File: src/rtl/inst_encoder_pkg.sv
// Shared encodings for the RV32I instruction encoder: opcodes, funct3 values,
// ALU operations, FSM states, fault codes and a signed-range helper.
package inst_encoder_pkg;

  localparam logic [6:0] OPC_LUI       = 7'b0110111;
  localparam logic [6:0] OPC_AUIPC     = 7'b0010111;
  localparam logic [6:0] OPC_JAL       = 7'b1101111;
  localparam logic [6:0] OPC_JALR      = 7'b1100111;
  localparam logic [6:0] OPC_BRANCH    = 7'b1100011;
  localparam logic [6:0] OPC_STORE     = 7'b0100011;
  localparam logic [6:0] OPC_LOAD      = 7'b0000011;
  localparam logic [6:0] OPC_ARI_RTYPE = 7'b0110011;
  localparam logic [6:0] OPC_ARI_ITYPE = 7'b0010011;

  localparam logic [2:0] FNC_ADD_SUB = 3'b000;
  localparam logic [2:0] FNC_SLL     = 3'b001;
  localparam logic [2:0] FNC_SLT     = 3'b010;
  localparam logic [2:0] FNC_SLTU    = 3'b011;
  localparam logic [2:0] FNC_XOR     = 3'b100;
  localparam logic [2:0] FNC_SRL_SRA = 3'b101;
  localparam logic [2:0] FNC_OR      = 3'b110;
  localparam logic [2:0] FNC_AND     = 3'b111;

  localparam logic [2:0] FNC_BEQ  = 3'b000;
  localparam logic [2:0] FNC_BNE  = 3'b001;
  localparam logic [2:0] FNC_BLT  = 3'b100;
  localparam logic [2:0] FNC_BGE  = 3'b101;
  localparam logic [2:0] FNC_BLTU = 3'b110;
  localparam logic [2:0] FNC_BGEU = 3'b111;

  localparam logic [2:0] FNC_LB  = 3'b000;
  localparam logic [2:0] FNC_LH  = 3'b001;
  localparam logic [2:0] FNC_LW  = 3'b010;
  localparam logic [2:0] FNC_LBU = 3'b100;
  localparam logic [2:0] FNC_LHU = 3'b101;
  localparam logic [2:0] FNC_SB  = 3'b000;
  localparam logic [2:0] FNC_SH  = 3'b001;
  localparam logic [2:0] FNC_SW  = 3'b010;

  localparam logic [6:0] F7_BASE = 7'b0000000;
  localparam logic [6:0] F7_ALT  = 7'b0100000;

  localparam logic [3:0] ALU_ADD    = 4'd0;
  localparam logic [3:0] ALU_SUB    = 4'd1;
  localparam logic [3:0] ALU_AND    = 4'd2;
  localparam logic [3:0] ALU_OR     = 4'd3;
  localparam logic [3:0] ALU_XOR    = 4'd4;
  localparam logic [3:0] ALU_SLT    = 4'd5;
  localparam logic [3:0] ALU_SLTU   = 4'd6;
  localparam logic [3:0] ALU_SLL    = 4'd7;
  localparam logic [3:0] ALU_SRA    = 4'd8;
  localparam logic [3:0] ALU_SRL    = 4'd9;
  localparam logic [3:0] ALU_COPY_B = 4'd10;

  localparam logic [2:0] ERR_NONE   = 3'd0;
  localparam logic [2:0] ERR_OPCODE = 3'd1;
  localparam logic [2:0] ERR_ALUOP  = 3'd2;
  localparam logic [2:0] ERR_IMM    = 3'd3;
  localparam logic [2:0] ERR_FUNCT3 = 3'd4;
  localparam logic [2:0] ERR_ADDR   = 3'd5;

  typedef enum logic [1:0] {
    ST_IDLE = 2'd0,
    ST_RUN  = 2'd1,
    ST_DONE = 2'd2,
    ST_ERR  = 2'd3
  } enc_state_e;

  // True when value is representable as a two's-complement number of 'bits' bits.
  function automatic logic fits_signed(input logic [31:0] value, input int unsigned bits);
    logic [31:0] upper;
    upper = $signed(value) >>> (bits - 32'd1);
    return (upper == 32'h0000_0000) || (upper == 32'hFFFF_FFFF);
  endfunction

endpackage

File: src/rtl/inst_encoder_imm_packer.sv
// Places an immediate into its RV32I format bit positions (all other bits zero)
// and flags values the format cannot represent. Shift immediates are handled by the caller.
module inst_encoder_imm_packer
  import inst_encoder_pkg::*;
(
  input  logic [6:0]  opcode_i,
  input  logic [31:0] imm_i,
  output logic [31:0] imm_bits_o,
  output logic        range_fault_o
);

  always_comb begin
    imm_bits_o    = 32'h0000_0000;
    range_fault_o = 1'b0;
    case (opcode_i)
      OPC_ARI_ITYPE, OPC_LOAD, OPC_JALR: begin
        imm_bits_o    = {imm_i[11:0], 20'd0};
        range_fault_o = !fits_signed(imm_i, 32'd12);
      end
      OPC_STORE: begin
        imm_bits_o    = {imm_i[11:5], 13'd0, imm_i[4:0], 7'd0};
        range_fault_o = !fits_signed(imm_i, 32'd12);
      end
      OPC_BRANCH: begin
        imm_bits_o    = {imm_i[12], imm_i[10:5], 13'd0, imm_i[4:1], imm_i[11], 7'd0};
        range_fault_o = !fits_signed(imm_i, 32'd13) || imm_i[0];
      end
      OPC_LUI, OPC_AUIPC: begin
        imm_bits_o    = {imm_i[31:12], 12'd0};
        range_fault_o = (imm_i[11:0] != 12'd0);
      end
      OPC_JAL: begin
        imm_bits_o    = {imm_i[20], imm_i[10:1], imm_i[11], imm_i[19:12], 12'd0};
        range_fault_o = !fits_signed(imm_i, 32'd21) || imm_i[0];
      end
      default: begin
        imm_bits_o    = 32'h0000_0000;
        range_fault_o = 1'b0;
      end
    endcase
  end

endmodule

File: src/rtl/inst_encoder.sv
// Streaming RV32I encoder: packs instruction descriptions into 32-bit words and
// writes them to consecutive IMEM addresses, stopping on the last word or a fault.
module inst_encoder
  import inst_encoder_pkg::*;
#(
  parameter int unsigned           ADDR_WIDTH = 12,
  parameter logic [ADDR_WIDTH-1:0] BASE_ADDR  = {ADDR_WIDTH{1'b0}}
) (
  input  logic                  clk,
  input  logic                  rst,
  input  logic                  start,
  input  logic                  in_valid,
  output logic                  in_ready,
  input  logic [6:0]            in_opcode,
  input  logic [3:0]            in_alu_op,
  input  logic [2:0]            in_funct3,
  input  logic [4:0]            in_rd,
  input  logic [4:0]            in_rs1,
  input  logic [4:0]            in_rs2,
  input  logic [31:0]           in_imm,
  input  logic                  in_last,
  output logic                  imem_we,
  output logic [ADDR_WIDTH-1:0] imem_addr,
  output logic [31:0]           imem_din,
  output logic                  done,
  output logic                  err,
  output logic [2:0]            err_code
);

  localparam logic [ADDR_WIDTH-1:0] ADDR_MAX = {ADDR_WIDTH{1'b1}};
  localparam logic [ADDR_WIDTH-1:0] ADDR_ONE = {{(ADDR_WIDTH-1){1'b0}}, 1'b1};

  enc_state_e            state_q, state_d;
  logic [ADDR_WIDTH-1:0] cnt_q, cnt_d;
  logic [ADDR_WIDTH-1:0] addr_q, addr_d;
  logic [31:0]           din_q, din_d;
  logic                  we_q, we_d;
  logic                  done_q, done_d;
  logic                  err_q, err_d;
  logic [2:0]            code_q, code_d;

  logic [31:0] imm_bits_s;
  logic        imm_fault_s;
  logic [2:0]  alu_f3_s;
  logic [6:0]  alu_f7_s;
  logic        alu_ok_s;
  logic        alu_shift_s;
  logic        f3_ok_s;
  logic [31:0] word_s;
  logic [2:0]  code_s;

  inst_encoder_imm_packer u_imm_packer (
    .opcode_i      (in_opcode),
    .imm_i         (in_imm),
    .imm_bits_o    (imm_bits_s),
    .range_fault_o (imm_fault_s)
  );

  // Inverse of the decoder's ALU mapping; ALU_COPY_B has no R/I-type encoding.
  always_comb begin
    alu_f3_s    = FNC_ADD_SUB;
    alu_f7_s    = F7_BASE;
    alu_ok_s    = 1'b1;
    alu_shift_s = 1'b0;
    case (in_alu_op)
      ALU_ADD:  alu_f3_s = FNC_ADD_SUB;
      ALU_SUB:  begin alu_f3_s = FNC_ADD_SUB; alu_f7_s = F7_ALT; end
      ALU_AND:  alu_f3_s = FNC_AND;
      ALU_OR:   alu_f3_s = FNC_OR;
      ALU_XOR:  alu_f3_s = FNC_XOR;
      ALU_SLT:  alu_f3_s = FNC_SLT;
      ALU_SLTU: alu_f3_s = FNC_SLTU;
      ALU_SLL:  begin alu_f3_s = FNC_SLL; alu_shift_s = 1'b1; end
      ALU_SRL:  begin alu_f3_s = FNC_SRL_SRA; alu_shift_s = 1'b1; end
      ALU_SRA:  begin alu_f3_s = FNC_SRL_SRA; alu_f7_s = F7_ALT; alu_shift_s = 1'b1; end
      default:  alu_ok_s = 1'b0;
    endcase
  end

  // funct3 legality for the formats that take funct3 from the input.
  always_comb begin
    f3_ok_s = 1'b1;
    case (in_opcode)
      OPC_LOAD: begin
        case (in_funct3)
          FNC_LB, FNC_LH, FNC_LW, FNC_LBU, FNC_LHU: f3_ok_s = 1'b1;
          default:                                  f3_ok_s = 1'b0;
        endcase
      end
      OPC_STORE: begin
        case (in_funct3)
          FNC_SB, FNC_SH, FNC_SW: f3_ok_s = 1'b1;
          default:                f3_ok_s = 1'b0;
        endcase
      end
      OPC_BRANCH: begin
        case (in_funct3)
          FNC_BEQ, FNC_BNE, FNC_BLT, FNC_BGE, FNC_BLTU, FNC_BGEU: f3_ok_s = 1'b1;
          default:                                                f3_ok_s = 1'b0;
        endcase
      end
      OPC_JALR: f3_ok_s = (in_funct3 == 3'b000);
      default:  f3_ok_s = 1'b1;
    endcase
  end

  // Word assembly and fault classification; opcode, ALUop, range, funct3 in that priority.
  always_comb begin
    word_s = imm_bits_s | {25'd0, in_opcode};
    code_s = ERR_NONE;
    case (in_opcode)
      OPC_ARI_RTYPE: begin
        word_s = {alu_f7_s, in_rs2, in_rs1, alu_f3_s, in_rd, in_opcode};
        if (!alu_ok_s) code_s = ERR_ALUOP;
        else           code_s = ERR_NONE;
      end
      OPC_ARI_ITYPE: begin
        if (alu_shift_s) word_s = {alu_f7_s, in_imm[4:0], in_rs1, alu_f3_s, in_rd, in_opcode};
        else             word_s = imm_bits_s | {12'd0, in_rs1, alu_f3_s, in_rd, in_opcode};
        if (!alu_ok_s || (in_alu_op == ALU_SUB))                     code_s = ERR_ALUOP;
        else if (alu_shift_s ? (in_imm[31:5] != 27'd0) : imm_fault_s) code_s = ERR_IMM;
        else                                                          code_s = ERR_NONE;
      end
      OPC_LOAD, OPC_JALR, OPC_STORE, OPC_BRANCH: begin
        if ((in_opcode == OPC_LOAD) || (in_opcode == OPC_JALR))
          word_s = imm_bits_s | {12'd0, in_rs1, in_funct3, in_rd, in_opcode};
        else
          word_s = imm_bits_s | {7'd0, in_rs2, in_rs1, in_funct3, 5'd0, in_opcode};
        if (imm_fault_s)   code_s = ERR_IMM;
        else if (!f3_ok_s) code_s = ERR_FUNCT3;
        else               code_s = ERR_NONE;
      end
      OPC_JAL, OPC_LUI, OPC_AUIPC: begin
        word_s = imm_bits_s | {20'd0, in_rd, in_opcode};
        if (imm_fault_s) code_s = ERR_IMM;
        else             code_s = ERR_NONE;
      end
      default: begin
        word_s = 32'h0000_0000;
        code_s = ERR_OPCODE;
      end
    endcase
  end

  // Load-control FSM; start overrides any accept in the same cycle.
  always_comb begin
    state_d = state_q;
    cnt_d   = cnt_q;
    we_d    = 1'b0;
    addr_d  = addr_q;
    din_d   = din_q;
    done_d  = done_q;
    err_d   = err_q;
    code_d  = code_q;
    if (start) begin
      state_d = ST_RUN;
      cnt_d   = BASE_ADDR;
      done_d  = 1'b0;
      err_d   = 1'b0;
      code_d  = ERR_NONE;
    end else begin
      case (state_q)
        ST_RUN: begin
          if (in_valid && (code_s != ERR_NONE)) begin
            state_d = ST_ERR;
            err_d   = 1'b1;
            code_d  = code_s;
          end else if (in_valid) begin
            we_d   = 1'b1;
            addr_d = cnt_q;
            din_d  = word_s;
            if (cnt_q != ADDR_MAX) cnt_d = cnt_q + ADDR_ONE;
            else                   cnt_d = cnt_q;
            if (in_last) begin
              state_d = ST_DONE;
              done_d  = 1'b1;
            end else if (cnt_q == ADDR_MAX) begin
              state_d = ST_ERR;
              err_d   = 1'b1;
              code_d  = ERR_ADDR;
            end else begin
              state_d = ST_RUN;
            end
          end else begin
            state_d = ST_RUN;
          end
        end
        ST_IDLE, ST_DONE, ST_ERR: state_d = state_q;
        default:                  state_d = ST_IDLE;
      endcase
    end
  end

  // State and output registers.
  always_ff @(posedge clk or posedge rst) begin
    if (rst) begin
      state_q <= ST_IDLE;
      cnt_q   <= {ADDR_WIDTH{1'b0}};
      we_q    <= 1'b0;
      addr_q  <= {ADDR_WIDTH{1'b0}};
      din_q   <= 32'h0000_0000;
      done_q  <= 1'b0;
      err_q   <= 1'b0;
      code_q  <= ERR_NONE;
    end else begin
      state_q <= state_d;
      cnt_q   <= cnt_d;
      we_q    <= we_d;
      addr_q  <= addr_d;
      din_q   <= din_d;
      done_q  <= done_d;
      err_q   <= err_d;
      code_q  <= code_d;
    end
  end

  assign in_ready  = (state_q == ST_RUN);
  assign imem_we   = we_q;
  assign imem_addr = addr_q;
  assign imem_din  = din_q;
  assign done      = done_q;
  assign err       = err_q;
  assign err_code  = code_q;

endmodule

File: config.mk
export PLATFORM = sky130hd
export DESIGN_NAME = inst_encoder
export DESIGN_NICKNAME = d
export VERILOG_FILES = /design/src/rtl/inst_encoder_pkg.sv /design/src/rtl/inst_encoder_imm_packer.sv /design/src/rtl/inst_encoder.sv
export SDC_FILE = /design/constraint.sdc
export NUM_CORES = 1
export LEC_CHECK = 0
export BUFFER_PORTS_ARGS = -buffer_cell sky130_fd_sc_hd__buf_2
export CORE_MARGIN = 3
export CORE_UTILIZATION = 48
export DETAILED_ROUTE_END_ITERATION = 10
export GPL_TIMING_DRIVEN = 0
export HOLD_SLACK_MARGIN = 0.1
export PLACE_DENSITY = 0.77
export SYNTH_ARGS = -nofsm -noshare
export SYNTH_HDL_FRONTEND = slang
export SYNTH_HIERARCHICAL = 1
export SYNTH_SLANG_ARGS = --single-unit
File: constraint.sdc
create_clock -name clk -period 2.4 [get_ports clk]
set_clock_uncertainty 0.2 [all_clocks]
set_input_delay 0.12 -clock clk [delete_from_list [all_inputs] [get_ports clk]]
set_output_delay 0.12 -clock clk [all_outputs]
set_load 0.02 [all_outputs]
==> flow_metrics.py <==
metrics = {
    "critical_path": {
        "path_delay_family": "simple AND/OR/NAND/NOR gates",
        "max_stage_delay_ns": 0.38,
        "worstSetupPathType": "input pin to flop",
        "cp-end-kind": "flop",
        "critPathBufInv": 4,
        "reg2reg_to": "cnt_q[7]$_DFFE_PP0P_",
        "crit_path_top_delay_cell": "a211o_4",
        "critPathLaunch": "in_imm[20]",
        "crit_chain": "buf_2, nor4_1, and3_1, and3_4, o21ai_2, a211o_4, buf_4, o21ai_2, a21oi_2, a21oi_2, nor4_4, nor4_4, buf_6, buf_12, mux2_2",
        "worst-path-stages": 15,
        "r2r_slack_ns": -0.39,
        "cp-start-kind": "input pin",
        "crit_path_max_fanout": 7,
        "reg2regPathDepth": 9,
        "cp.required_ns": 2.44,
        "arrival_ns": 3.07,
        "rr_startpoint": "cnt_q[0]$_DFFE_PP0P_",
        "endpoint": "imem_din[19]$_DFFE_PP0P_",
    },
    "cts": {
        "clock_latency_ns": 0.36,
        "cts_tree": "done",
        "cts_buffers": 9,
        "cts.htree.levels": 3,
        "clk_pin_slew_worst_paths_ns": 0.08,
        "clockRootBuffer": "clkbuf_8",
        "clockBufferDepth": 2,
        "cts_sinks": 64,
    },
    "detailed_routing": {
        "num_vias": 4644,
        "drc_errors": 0,
        "wl_mm": 15.12,
        "vias_per_cell": 6.127,
        "dr.pass1.iters": 7,
        "dr.first_iter.drc_count": 482,
        "ant_nets": 0,
        "wire_per_inst_um": 19.95,
    },
    "sta": {
        "hold_viol": 0,
        "hold_slack_ns": 0.1042,
        "slew_viol_final": 0,
        "rsz0062_at_grt": "true",
        "layout_setup_ws_ns": -0.6276,
        "fin_crit_ns": 3.028,
        "slew_headroom": 0.4693,
        "fmax_ghz": 0.3303,
        "finalSetupViolCount": 64,
        "worst_pin_slew_ns": 0.7900,
        "fin_crit_sh": 1.261,
    },
    "die": {
        "rows": 33,
        "die_area_um2": 9870,
        "initial_core_util": 0.5015,
        "ioPinCount": 117,
        "dieHeight_um": 99.35,
        "coreArea_um2": 8341,
        "die_w_um": 99.35,
    },
    "power": {
        "p_total_uw": 2776,
        "switchingPower_uw": 836.8,
        "sw_frac_of_total": 0.3015,
        "p_int_uw": 1939,
        "pwr-share-comb": 0.209,
        "vdd_drop_max_v": 0.0003065,
        "pwr-share-seq": 0.417,
        "pwr_density_cell_nw_per_um2": 437.6,
        "p_leak_uw": 0.002966,
        "clockPowerShare": 0.374,
    },
    "status": {
        "status": "finished, violations left",
        "violations": "setup timing",
    },
    "finish": {
        "final_util": 0.7604,
        "final_nets": 715,
        "drive_gt1_frac": 0.4242,
        "syn2layout_area_growth_pct": 51.63,
        "fill_cells": 533,
        "finalInstanceArea_um2": 6342,
        "diodes": 0,
    },
    "global_route": {
        "antenna_found_initial": 0,
        "grt_pass1_wl_mm": 22.63,
        "grt_start_max_net_pins": 43,
        "gr-total-overflow": 0,
        "grtUsageTotal": 0.2881,
        "grt_pass1_vias": 4539,
    },
    "placement": {
        "dp_slack_ns": -1.229,
        "dp_hpwl_mm": 9.046,
        "place_area_um2": 4950,
        "gp_congestion": 0.8878,
        "portBuffers": 116,
    },
    "synthesis": {
        "yosys_warnings": 6,
        "avgSynthCellArea_um2": 9.485,
        "synth_cells": 441,
        "syn_area_um2": 4183,
    },
    "hold_path": {
        "min_path_cells": 4,
        "hold_class": "input pin to flop",
    },
    "run": {
        "cap_violations": 0,
    },
}
-- sequential cells by signal, summed over array words and instances (netlist names) --
signal	cells
imem_addr	12
imem_we	1
done	1
state_q	2
cnt_q	12
imem_din	32
err_code	3
err	1
-- cells in the final DEF (no fill, tap or decap), types with 6 or more instances in the layout --
cell type,count
mux2i_1,6
nand4_1,8
nand3_1,9
buf_12,6
clkbuf_1,6
dfrtp_1,64
mux2_4,15
clkbuf_8,12
mux2_2,17
buf_4,28
nand2b_1,6
nor3_1,7
a21oi_1,12
nor2b_1,19
xnor2_1,6
nand3_2,9
a22o_1,20
o21ai_0,17
nor4_4,6
nor2_1,31
nand2_1,24
inv_1,19
dlygate4sd3_1,44
buf_6,12
buf_2,119
nor4_1,13
-- how the worst min path moves through the flow --
| stage | startpoint | endpoint | slack (ns) |
|---|---|---|---|
| 2_1_floorplan | in_last | done$_DFFE_PP0P_ | 0.06 |
| 3_3_place_gp | in_last | done$_DFFE_PP0P_ | 0.20 |
| 3_5_place_dp | rst | imem_din[4]$_DFFE_PP0P_ | -0.01 |
| 4_1_cts | in_imm[3] | imem_din[23]$_DFFE_PP0P_ | 0.10 |
| 5_1_grt | in_imm[17] | imem_din[17]$_DFFE_PP0P_ | 0.15 |
| 6_report | in_imm[18] | imem_din[18]$_DFFE_PP0P_ | 0.10 |
-- power groups by stage --
stage / Clock, uW / Combinational, uW / Sequential [uW]
2_1_floorplan: 0 / 193 / 1230
3_3_place_gp: 0 / 436 / 1170
3_5_place_dp: 0 / 448 / 1170
4_1_cts: 1040 / 534 / 1150
5_1_grt: 1090 / 619 / 1160
6_report: 1040 / 580 / 1160
-- through the flow --
step                      TNS [ns]  cells
after floorplan             -32.42    445
after global placement      -83.09    666
after detailed placement    -69.17    667
after CTS                   -22.79    751
after global routing        -32.46    758
final                       -33.43    758
-- layer usage --
metal | global-route usage | part of all wire | vias up
met2 | 0.4773 | 0.49 | 290
li1 | - | - | 2051
met1 | 0.3608 | 0.38 | 2230
met4 | 0.1187 | 0.046 | 0
met5 | 0 | 0 | -
met3 | 0.07013 | 0.081 | 73
-- what timing repair did --
| action | CTS | global route |
|---|---|---|
| resized for setup | 62 | 34 |
| endpoints found under the setup margin | 64 | 64 |
| hold buffers | 44 | 0 |
| cloned | 3 | 1 |
| endpoints found under the hold margin | 98 | 0 |
| setup buffers | 23 | 6 |
| pin swaps | 25 | 17 |
-- worst register-to-register path, stage by stage (launching register included) --
cell      delay (ns)
dfrtp_1         0.45
ha_1            0.28
nand2_1         0.12
and4bb_2        0.29
nor2_1          0.17
nand3_2         0.26
nor3_4          0.32
buf_6           0.16
nand4_1         0.11
mux2_4          0.32
-- final cells by class --
class                   instances  area, um2  area share
plain buffers                  27      214.0     0.03373
clock buffers                  12      165.2     0.02604
clock inverters                 4      51.30    0.008088
inverters                      20      75.07     0.01184
multi-input cells             333       2684      0.4232
flip-flops and latches         64       1602      0.2525
well taps                     105      131.4     0.02071
repair buffers                193       1420      0.2239
No activity file was read; power rests on OpenSTA's default activity.
